$ cat config.mk
export PLATFORM = sky130hd
export DESIGN_NAME = klp32_mem_arbiter_flat
export DESIGN_NICKNAME = d
export VERILOG_FILES = /design/src/rtl/klp32_mem_arbiter_pkg.sv /design/src/rtl/klp32_mem_arbiter_if.sv /design/src/rtl/klp32_mem_arbiter_rr_pick.sv /design/src/rtl/klp32_mem_arbiter.sv /design/src/flat_wrapper.sv
export SDC_FILE = /design/constraint.sdc
export NUM_CORES = 1
export LEC_CHECK = 0
export CORE_AREA = 4 4 106 108
export CTS_CLUSTER_DIAMETER = 100
export DETAILED_ROUTE_END_ITERATION = 12
export DIE_AREA = 0 0 110 112
export PLACE_DENSITY = 0.59
export SLEW_MARGIN = 20
export SYNTH_ARGS = -nofsm -noshare
export SYNTH_HDL_FRONTEND = slang
export SYNTH_SLANG_ARGS = --single-unit
$ cat constraint.sdc
create_clock -name clk -period 1.9 [get_ports clk]
set_clock_uncertainty 0.2 [all_clocks]
set_input_delay 0.19 -clock clk [delete_from_list [all_inputs] [get_ports clk]]
set_output_delay 0.19 -clock clk [all_outputs]
set_load 0.005 [all_outputs]
$ cat src/rtl/klp32_mem_arbiter_pkg.sv
`default_nettype none
// +----------------------------------------------------------------------+
// | klp32_mem_pkg : shared types and constants for the KLP32 arbiter      |
// | Rev 1.0                                                               |
// +----------------------------------------------------------------------+
package klp32_mem_pkg;
   localparam int MEM_LAT_MAX = 4;
   localparam int DEF_ADDR_W  = 32;
   localparam int DEF_DATA_W  = 32;

   typedef enum logic {IDLE = 1'b0, WAIT = 1'b1} state_t;
   typedef enum logic {OWN_IF = 1'b0, OWN_D = 1'b1} owner_t;
endpackage
`default_nettype wire

$ cat src/rtl/klp32_mem_arbiter_if.sv
`default_nettype none
// +----------------------------------------------------------------------+
// | klp32_mem_arbiter_if : fetch, data and memory buses of the arbiter    |
// | Rev 1.0                                                               |
// +----------------------------------------------------------------------+
interface klp32_mem_arbiter_if #(
   parameter int ADDR_W = 32,
   parameter int DATA_W = 32
);
   logic                  i_if_req;
   logic [ADDR_W-1:0]     i_if_addr;
   logic                  o_if_gnt;
   logic                  o_if_rvalid;
   logic [DATA_W-1:0]     o_if_rdata;
   logic                  i_d_req;
   logic                  i_d_we;
   logic [ADDR_W-1:0]     i_d_addr;
   logic [DATA_W-1:0]     i_d_wdata;
   logic [DATA_W/8-1:0]   i_d_be;
   logic                  o_d_gnt;
   logic                  o_d_rvalid;
   logic [DATA_W-1:0]     o_d_rdata;
   logic                  o_mem_en;
   logic                  o_mem_we;
   logic [ADDR_W-1:0]     o_mem_addr;
   logic [DATA_W-1:0]     o_mem_wdata;
   logic [DATA_W/8-1:0]   o_mem_be;
   logic [DATA_W-1:0]     i_mem_rdata;
   logic                  o_stall;

   modport slave (
      input  i_if_req, i_if_addr, i_d_req, i_d_we, i_d_addr, i_d_wdata, i_d_be,
             i_mem_rdata,
      output o_if_gnt, o_if_rvalid, o_if_rdata, o_d_gnt, o_d_rvalid, o_d_rdata,
             o_mem_en, o_mem_we, o_mem_addr, o_mem_wdata, o_mem_be, o_stall
   );

   modport master (
      output i_if_req, i_if_addr, i_d_req, i_d_we, i_d_addr, i_d_wdata, i_d_be,
             i_mem_rdata,
      input  o_if_gnt, o_if_rvalid, o_if_rdata, o_d_gnt, o_d_rvalid, o_d_rdata,
             o_mem_en, o_mem_we, o_mem_addr, o_mem_wdata, o_mem_be, o_stall
   );
endinterface
`default_nettype wire

$ cat src/rtl/klp32_mem_arbiter_rr_pick.sv
`default_nettype none
// +----------------------------------------------------------------------+
// | klp32_rr_pick : 2-way tie picker, fixed data priority or round-robin  |
// | Rev 1.0                                                               |
// +----------------------------------------------------------------------+
module klp32_rr_pick
   import klp32_mem_pkg::*;
(
   input  wire logic   i_req_if,
   input  wire logic   i_req_d,
   input  wire owner_t i_last_owner,
   input  wire logic   i_data_prio,
   output logic [1:0]  o_gnt          // [0] = IF, [1] = D
);
   logic w_tie;
   logic w_d_wins;

   assign w_tie    = i_req_if & i_req_d;
   assign w_d_wins = i_data_prio | (i_last_owner == OWN_IF);

   always_comb begin
      o_gnt = {i_req_d, i_req_if};
      if (w_tie) begin
         o_gnt = w_d_wins ? 2'b10 : 2'b01;
      end
   end
endmodule
`default_nettype wire

$ cat src/rtl/klp32_mem_arbiter.sv
`default_nettype none
// +----------------------------------------------------------------------+
// | klp32_mem_arbiter : shares one single-port memory between fetch and   |
// | load/store ports, one outstanding read at a time. Rev 1.0             |
// +----------------------------------------------------------------------+
module klp32_mem_arbiter
   import klp32_mem_pkg::*;
#(
   parameter int ADDR_W        = DEF_ADDR_W,
   parameter int DATA_W        = DEF_DATA_W,
   parameter int MEM_LAT       = 1,
   parameter int DATA_PRIORITY = 1
)(
   input wire logic           clk,
   input wire logic           reset,
   klp32_mem_arbiter_if.slave bus
);
   localparam int c_LAT   = (MEM_LAT > MEM_LAT_MAX) ? MEM_LAT_MAX :
                            (MEM_LAT < 1) ? 1 : MEM_LAT;
   localparam int c_CNT_W = $clog2(c_LAT + 1);
   localparam int c_BE_W  = DATA_W / 8;

   state_t               r_state, w_state_nxt;
   owner_t               r_owner, w_owner_nxt;
   owner_t               r_last_owner, w_last_nxt;
   logic [c_CNT_W-1:0]   r_lat_cnt, w_lat_nxt;

   logic [1:0]           w_pick;
   logic                 w_resp;
   logic                 w_can_grant;
   logic                 w_gnt_if;
   logic                 w_gnt_d;
   logic                 w_gnt;
   logic                 w_gnt_rd;
   logic                 w_rv_if;
   logic                 w_rv_d;

   klp32_rr_pick u_pick (
      .i_req_if     (bus.i_if_req),
      .i_req_d      (bus.i_d_req),
      .i_last_owner (r_last_owner),
      .i_data_prio  (DATA_PRIORITY != 0),
      .o_gnt        (w_pick)
   );

   // The response cycle doubles as a grant slot so reads pipeline back-to-back.
   assign w_resp      = (r_state == WAIT) && (r_lat_cnt == c_CNT_W'(1));
   assign w_can_grant = ~reset & ((r_state == IDLE) | w_resp);
   assign w_gnt_if    = w_can_grant & w_pick[0];
   assign w_gnt_d     = w_can_grant & w_pick[1];
   assign w_gnt       = w_gnt_if | w_gnt_d;
   assign w_gnt_rd    = w_gnt_if | (w_gnt_d & ~bus.i_d_we);

   always_ff @(posedge clk or posedge reset) begin
      if (reset) begin
         r_state      <= IDLE;
         r_owner      <= OWN_IF;
         r_last_owner <= OWN_D;
         r_lat_cnt    <= '0;
      end else begin
         r_state      <= w_state_nxt;
         r_owner      <= w_owner_nxt;
         r_last_owner <= w_last_nxt;
         r_lat_cnt    <= w_lat_nxt;
      end
   end

   always_comb begin
      w_state_nxt = r_state;
      w_owner_nxt = r_owner;
      w_last_nxt  = r_last_owner;
      w_lat_nxt   = r_lat_cnt;
      case (r_state)
         IDLE: w_lat_nxt = '0;
         WAIT: begin
            w_lat_nxt = r_lat_cnt - c_CNT_W'(1);
            if (w_resp) begin
               w_state_nxt = IDLE;
            end
         end
         default: w_state_nxt = IDLE;
      endcase
      if (w_gnt) begin
         w_last_nxt = w_gnt_d ? OWN_D : OWN_IF;
         if (w_gnt_rd) begin
            w_state_nxt = WAIT;
            w_owner_nxt = w_gnt_d ? OWN_D : OWN_IF;
            w_lat_nxt   = c_CNT_W'(c_LAT);
         end
      end
   end

   always_comb begin
      bus.o_mem_en    = w_gnt;
      bus.o_mem_we    = w_gnt_d & bus.i_d_we;
      bus.o_mem_addr  = '0;
      bus.o_mem_wdata = '0;
      bus.o_mem_be    = '0;
      if (w_gnt_d) begin
         bus.o_mem_addr  = bus.i_d_addr;
         bus.o_mem_wdata = bus.i_d_wdata;
         bus.o_mem_be    = bus.i_d_be;
      end else if (w_gnt_if) begin
         bus.o_mem_addr  = bus.i_if_addr;
         bus.o_mem_be    = {c_BE_W{1'b1}};
      end
   end

   assign w_rv_if = w_resp & (r_owner == OWN_IF);
   assign w_rv_d  = w_resp & (r_owner == OWN_D);

   assign bus.o_if_gnt    = w_gnt_if;
   assign bus.o_d_gnt     = w_gnt_d;
   assign bus.o_if_rvalid = w_rv_if;
   assign bus.o_d_rvalid  = w_rv_d;
   assign bus.o_if_rdata  = w_rv_if ? bus.i_mem_rdata : '0;
   assign bus.o_d_rdata   = w_rv_d  ? bus.i_mem_rdata : '0;

   assign bus.o_stall = ~reset & ((bus.i_if_req & ~w_gnt_if) |
                                  (bus.i_d_req  & ~w_gnt_d)  |
                                  ((r_state == WAIT) & ~w_resp));
endmodule
`default_nettype wire

$ cat src/flat_wrapper.sv
// flat-port wrapper written by rule: the top's interface ports become plain ports
module klp32_mem_arbiter_flat import klp32_mem_pkg::*;
#(
   parameter int ADDR_W        = DEF_ADDR_W,
   parameter int DATA_W        = DEF_DATA_W,
   parameter int MEM_LAT       = 1,
   parameter int DATA_PRIORITY = 1
)
  (clk, reset, bus_i_if_req, bus_i_if_addr, bus_i_d_req, bus_i_d_we, bus_i_d_addr, bus_i_d_wdata, bus_i_d_be, bus_i_mem_rdata, bus_o_if_gnt, bus_o_if_rvalid, bus_o_if_rdata, bus_o_d_gnt, bus_o_d_rvalid, bus_o_d_rdata, bus_o_mem_en, bus_o_mem_we, bus_o_mem_addr, bus_o_mem_wdata, bus_o_mem_be, bus_o_stall);
  klp32_mem_arbiter_if #(.ADDR_W(ADDR_W), .DATA_W(DATA_W)) bus_i ();
  input wire logic clk;
  input wire logic reset;
  input wire logic [$bits(bus_i.i_if_req)-1:0] bus_i_if_req;
  input wire logic [$bits(bus_i.i_if_addr)-1:0] bus_i_if_addr;
  input wire logic [$bits(bus_i.i_d_req)-1:0] bus_i_d_req;
  input wire logic [$bits(bus_i.i_d_we)-1:0] bus_i_d_we;
  input wire logic [$bits(bus_i.i_d_addr)-1:0] bus_i_d_addr;
  input wire logic [$bits(bus_i.i_d_wdata)-1:0] bus_i_d_wdata;
  input wire logic [$bits(bus_i.i_d_be)-1:0] bus_i_d_be;
  input wire logic [$bits(bus_i.i_mem_rdata)-1:0] bus_i_mem_rdata;
  output wire logic [$bits(bus_i.o_if_gnt)-1:0] bus_o_if_gnt;
  output wire logic [$bits(bus_i.o_if_rvalid)-1:0] bus_o_if_rvalid;
  output wire logic [$bits(bus_i.o_if_rdata)-1:0] bus_o_if_rdata;
  output wire logic [$bits(bus_i.o_d_gnt)-1:0] bus_o_d_gnt;
  output wire logic [$bits(bus_i.o_d_rvalid)-1:0] bus_o_d_rvalid;
  output wire logic [$bits(bus_i.o_d_rdata)-1:0] bus_o_d_rdata;
  output wire logic [$bits(bus_i.o_mem_en)-1:0] bus_o_mem_en;
  output wire logic [$bits(bus_i.o_mem_we)-1:0] bus_o_mem_we;
  output wire logic [$bits(bus_i.o_mem_addr)-1:0] bus_o_mem_addr;
  output wire logic [$bits(bus_i.o_mem_wdata)-1:0] bus_o_mem_wdata;
  output wire logic [$bits(bus_i.o_mem_be)-1:0] bus_o_mem_be;
  output wire logic [$bits(bus_i.o_stall)-1:0] bus_o_stall;
  assign bus_i.i_if_req = bus_i_if_req;
  assign bus_i.i_if_addr = bus_i_if_addr;
  assign bus_i.i_d_req = bus_i_d_req;
  assign bus_i.i_d_we = bus_i_d_we;
  assign bus_i.i_d_addr = bus_i_d_addr;
  assign bus_i.i_d_wdata = bus_i_d_wdata;
  assign bus_i.i_d_be = bus_i_d_be;
  assign bus_i.i_mem_rdata = bus_i_mem_rdata;
  assign bus_o_if_gnt = bus_i.o_if_gnt;
  assign bus_o_if_rvalid = bus_i.o_if_rvalid;
  assign bus_o_if_rdata = bus_i.o_if_rdata;
  assign bus_o_d_gnt = bus_i.o_d_gnt;
  assign bus_o_d_rvalid = bus_i.o_d_rvalid;
  assign bus_o_d_rdata = bus_i.o_d_rdata;
  assign bus_o_mem_en = bus_i.o_mem_en;
  assign bus_o_mem_we = bus_i.o_mem_we;
  assign bus_o_mem_addr = bus_i.o_mem_addr;
  assign bus_o_mem_wdata = bus_i.o_mem_wdata;
  assign bus_o_mem_be = bus_i.o_mem_be;
  assign bus_o_stall = bus_i.o_stall;
  klp32_mem_arbiter #(.ADDR_W(ADDR_W), .DATA_W(DATA_W), .MEM_LAT(MEM_LAT), .DATA_PRIORITY(DATA_PRIORITY)) u_core (.clk(clk), .reset(reset), .bus(bus_i));
endmodule
==> flow_summary_export.csv <==
group,metric,value,unit
routing,ant_nets,0,
cells_and_area,synthToLayoutAreaGrowth,211.0,%
routing,remaining_drc_errors,0,
min_path,hp-class,"in2reg",
logic_synthesis,yosysUniqueCellTypes,18,
timing,hold_viol,0,
pwr,power.leakage,2.226,nW
pwr,peakVddDrop,185.9,uV
clock_network,clock-sinks,2,
global_routing,grt_pass1_wl,14.59,mm
setup_path,max_stage_delay,390,ps
setup_path,crit_chain,"nor2b_4 -> buf_12 -> buf_6 -> buf_4 -> and2_1 -> clkdlybuf4s15_1",
logic_synthesis,seq_area_frac_synth,3.433,%
floorplanning,dieHeight,112,um
logic_synthesis,ys_warn_count,0,
job,maxCapViolations,0,
routing,wirelength,10.21,mm
cells_and_area,drive_gt1_share,8.413,%
clock_network,cts_tree,"done",
global_routing,grt_pass1_vias,2665,
timing,setup_ws,37.65,ps
floorplanning,die_w,110,um
timing,fin_setup_tns,0,ps
timing,fin_crit,1862,ps
routing,drtIter0Drc,74,
place,place_congestion,0.8132,
timing,drv_slew,0,
clock_network,cts_max_level,1,
timing,max_freq,537.0,MHz
floorplanning,core_area,10230,um2
place,dpl_worst_slack,-255.3,ps
setup_path,cp-endpoint,"bus_o_if_rdata[19]",
setup_path,cp.depth,6,
global_routing,overflow,0,
min_path,hp-start,"bus_i_d_req",
timing,fin_crit_sh,98.02,%
logic_synthesis,syn_avg_cell_area,5.950,um2
floorplanning,dieArea,12320,um2
setup_path,crit_fanout,5,
routing,vias,2687,
clock_network,cts.reportedPaths.clkPinSlew,30,ps
global_routing,grt_max_degree,44,
logic_synthesis,synth_seq_cells,2,
routing,via_per_inst,4.077,
place,io_buffers,275,
timing,max_slew.worst_pin.slew,255.0,ps
setup_path,critical_path_buf_inv_count,4,
clock_network,numCtsBuffers,3,
timing,finalSetupViolCount,0,
setup_path,critical_path.startpoint_type,"register",
setup_path,required,1510,ps
cells_and_area,antennaDiodeCount,0,
global_routing,antenna_found_initial,0,
place,post-dp-hpwl,8.341,mm
setup_path,crit_path_end_kind,"primary output",
clock_network,cts_max_path_buffers,2,
cells_and_area,nets,662,
setup_path,critPathSlowestCell,"dfrtp_1",
logic_synthesis,synthCells,245,
floorplanning,num_rows,37,
clock_network,root_buffer,"clkbuf_8",
timing,whs,195.6,ps
setup_path,critPathLaunch,"u_core.r_lat_cnt$_DFF_PP0_",
floorplanning,start_util,14.25,%
outcome,outcome,"complete, no violations",
floorplanning,boundaryPins,276,
routing,drt_pass1_iterations,4,
timing,relSlewSlack,83.00,%
setup_path,rrSetupSlack,540,ps
setup_path,path_delay_family,"buffers and inverters",
setup_path,reg2reg_depth,4,
pwr,pwr_density_cell,241.1,nW/um2
logic_synthesis,synth_area,1458,um2
clock_network,worstSkewPairLatency,210,ps
setup_path,critPathKind,"reg2out",
logic_synthesis,syn_nets,382,
routing,wl_per_cell,15.49,um
global_routing,track_usage,14.94,%
setup_path,timing.rr.start,"u_core.r_owner$_DFFE_PP0P_",
pwr,total_power,1.093,mW
setup_path,r2r_end,"u_core.r_owner$_DFFE_PP0P_",
setup_path,critical_path_arrival,1470,ps
[worst min-delay path: cells and delay by family]
kind                   cells  cell delay (ps)
buffers and inverters      2              300
AO/OA/AOI/OAI              1               70
[synthesized netlist by cell type]
library cell,number,area [um2]
a211oi_1,1,7.510
a21oi_1,36,180.2
a22o_1,1,8.760
and2_1,67,419.2
and3_1,32,200.2
buf_2,10,50.05
buf_4,2,15.01
buf_6,3,33.78
clkbuf_1,12,45.04
clkbuf_2,2,10.01
dfrtp_1,2,50.05
inv_1,1,3.750
nand2_1,36,135.1
nand2b_1,2,12.51
nand3b_1,32,240.2
nor2_1,3,11.26
nor2b_4,2,27.53
o21bai_1,1,7.510
[how the worst min path moves through the flow]
stage                                 end  slack, ps  cells after the start
6_report       u_core.r_lat_cnt$_DFF_PP0_        200                      3
5_1_grt        u_core.r_lat_cnt$_DFF_PP0_        230                      3
4_1_cts        u_core.r_lat_cnt$_DFF_PP0_        200                      3
3_5_place_dp   u_core.r_lat_cnt$_DFF_PP0_        110                      3
3_3_place_gp   u_core.r_owner$_DFFE_PP0P_        100                      3
2_1_floorplan  u_core.r_lat_cnt$_DFF_PP0_         60                      3
[kinds of logic (layout without fill, tap and decap cells)]
kind of cell	count (synthesis)	count (layout)	synth area share, %
DFF	2	2	3.434
AOI/OAI and AO/OA	39	39	13.99
and+or+nand+nor	174	174	71.76
buffers and inverters	30	308	10.81
[metrics by stage]
step | area, um2 | cells | util [%]
after global placement | 4389 | 645 | 42.90
final | 4533 | 659 | 44.31
after floorplan | 1458 | 245 | -
after global routing | 4533 | 659 | 44.31
after CTS | 4474 | 655 | 43.73
after detailed placement | 4389 | 645 | 42.90
[metal layers]
| layer | global-route usage (%) | share of wire (%) | vias to the layer above | routed length [um] |
|---|---|---|---|---|
| li1 | - | - | 1374 | - |
| met1 | 15.64 | 35 | 1150 | 3602 |
| met2 | 28.20 | 51 | 149 | 5226 |
| met3 | 3.710 | 11 | 14 | 1151 |
| met4 | 5.071 | 2.2 | 0 | 227 |
| met5 | 0 | 0 | - | 0 |
[cell usage in the layout (no fill, tap or decap)]
master           count
nor2_2               1
a21oi_1             36
dlygate4sd2_1       52
dlygate4sd3_1        1
nand3b_1            32
dfrtp_1              1
inv_1                1
and2_1              67
clkbuf_8             3
clkdlybuf4s50_1    205
buf_4               15
nor2_1               2
clkbuf_16            1
nand2b_1             1
dfrtp_2              1
clkbuf_2             5
and3_1              31
buf_6                7
nand2_1             36
nand2b_4             1
nor2b_4              2
and3_4               1
buf_2                2
a22o_1               1
buf_12               5
o21bai_1             1
a211oi_1             1
clkdlybuf4s15_1      2
dlymetal6s2s_1       9
[repair_timing]
item | CTS | global route
resized for setup | 77 | 19
hold buffers | 1 | 0
endpoints found under the hold margin | 2 | 0
buffers inserted | 4 | 3
pin swaps | 1 | 0
cloned | 2 | 1
endpoints found under the setup margin | 104 | 32
[registers in the layout, indices dropped and copies added, names as in the netlist]
| name | count |
|---|---|
| u_core.r_owner | 1 |
| u_core.r_lat_cnt | 1 |
[where the power goes]
part | internal (mW) | switching (mW) | total [mW]
Clock | 0.134 | 0.0335 | 0.167
Sequential | 0.0475 | 0.00436 | 0.0518
Combinational | 0.591 | 0.283 | 0.874
Total | 0.772 | 0.321 | 1.09
[area by class of cell]
cell class,instances,area [um2]
fill,1041,5698
timing repair buffer,304,3002
multi-input combinational,213,1265
tap,136,170.2
sequential,2,51.30
clock buffer,3,41.29
inverter,1,3.754
No activity file was read; power rests on OpenSTA's default activity.
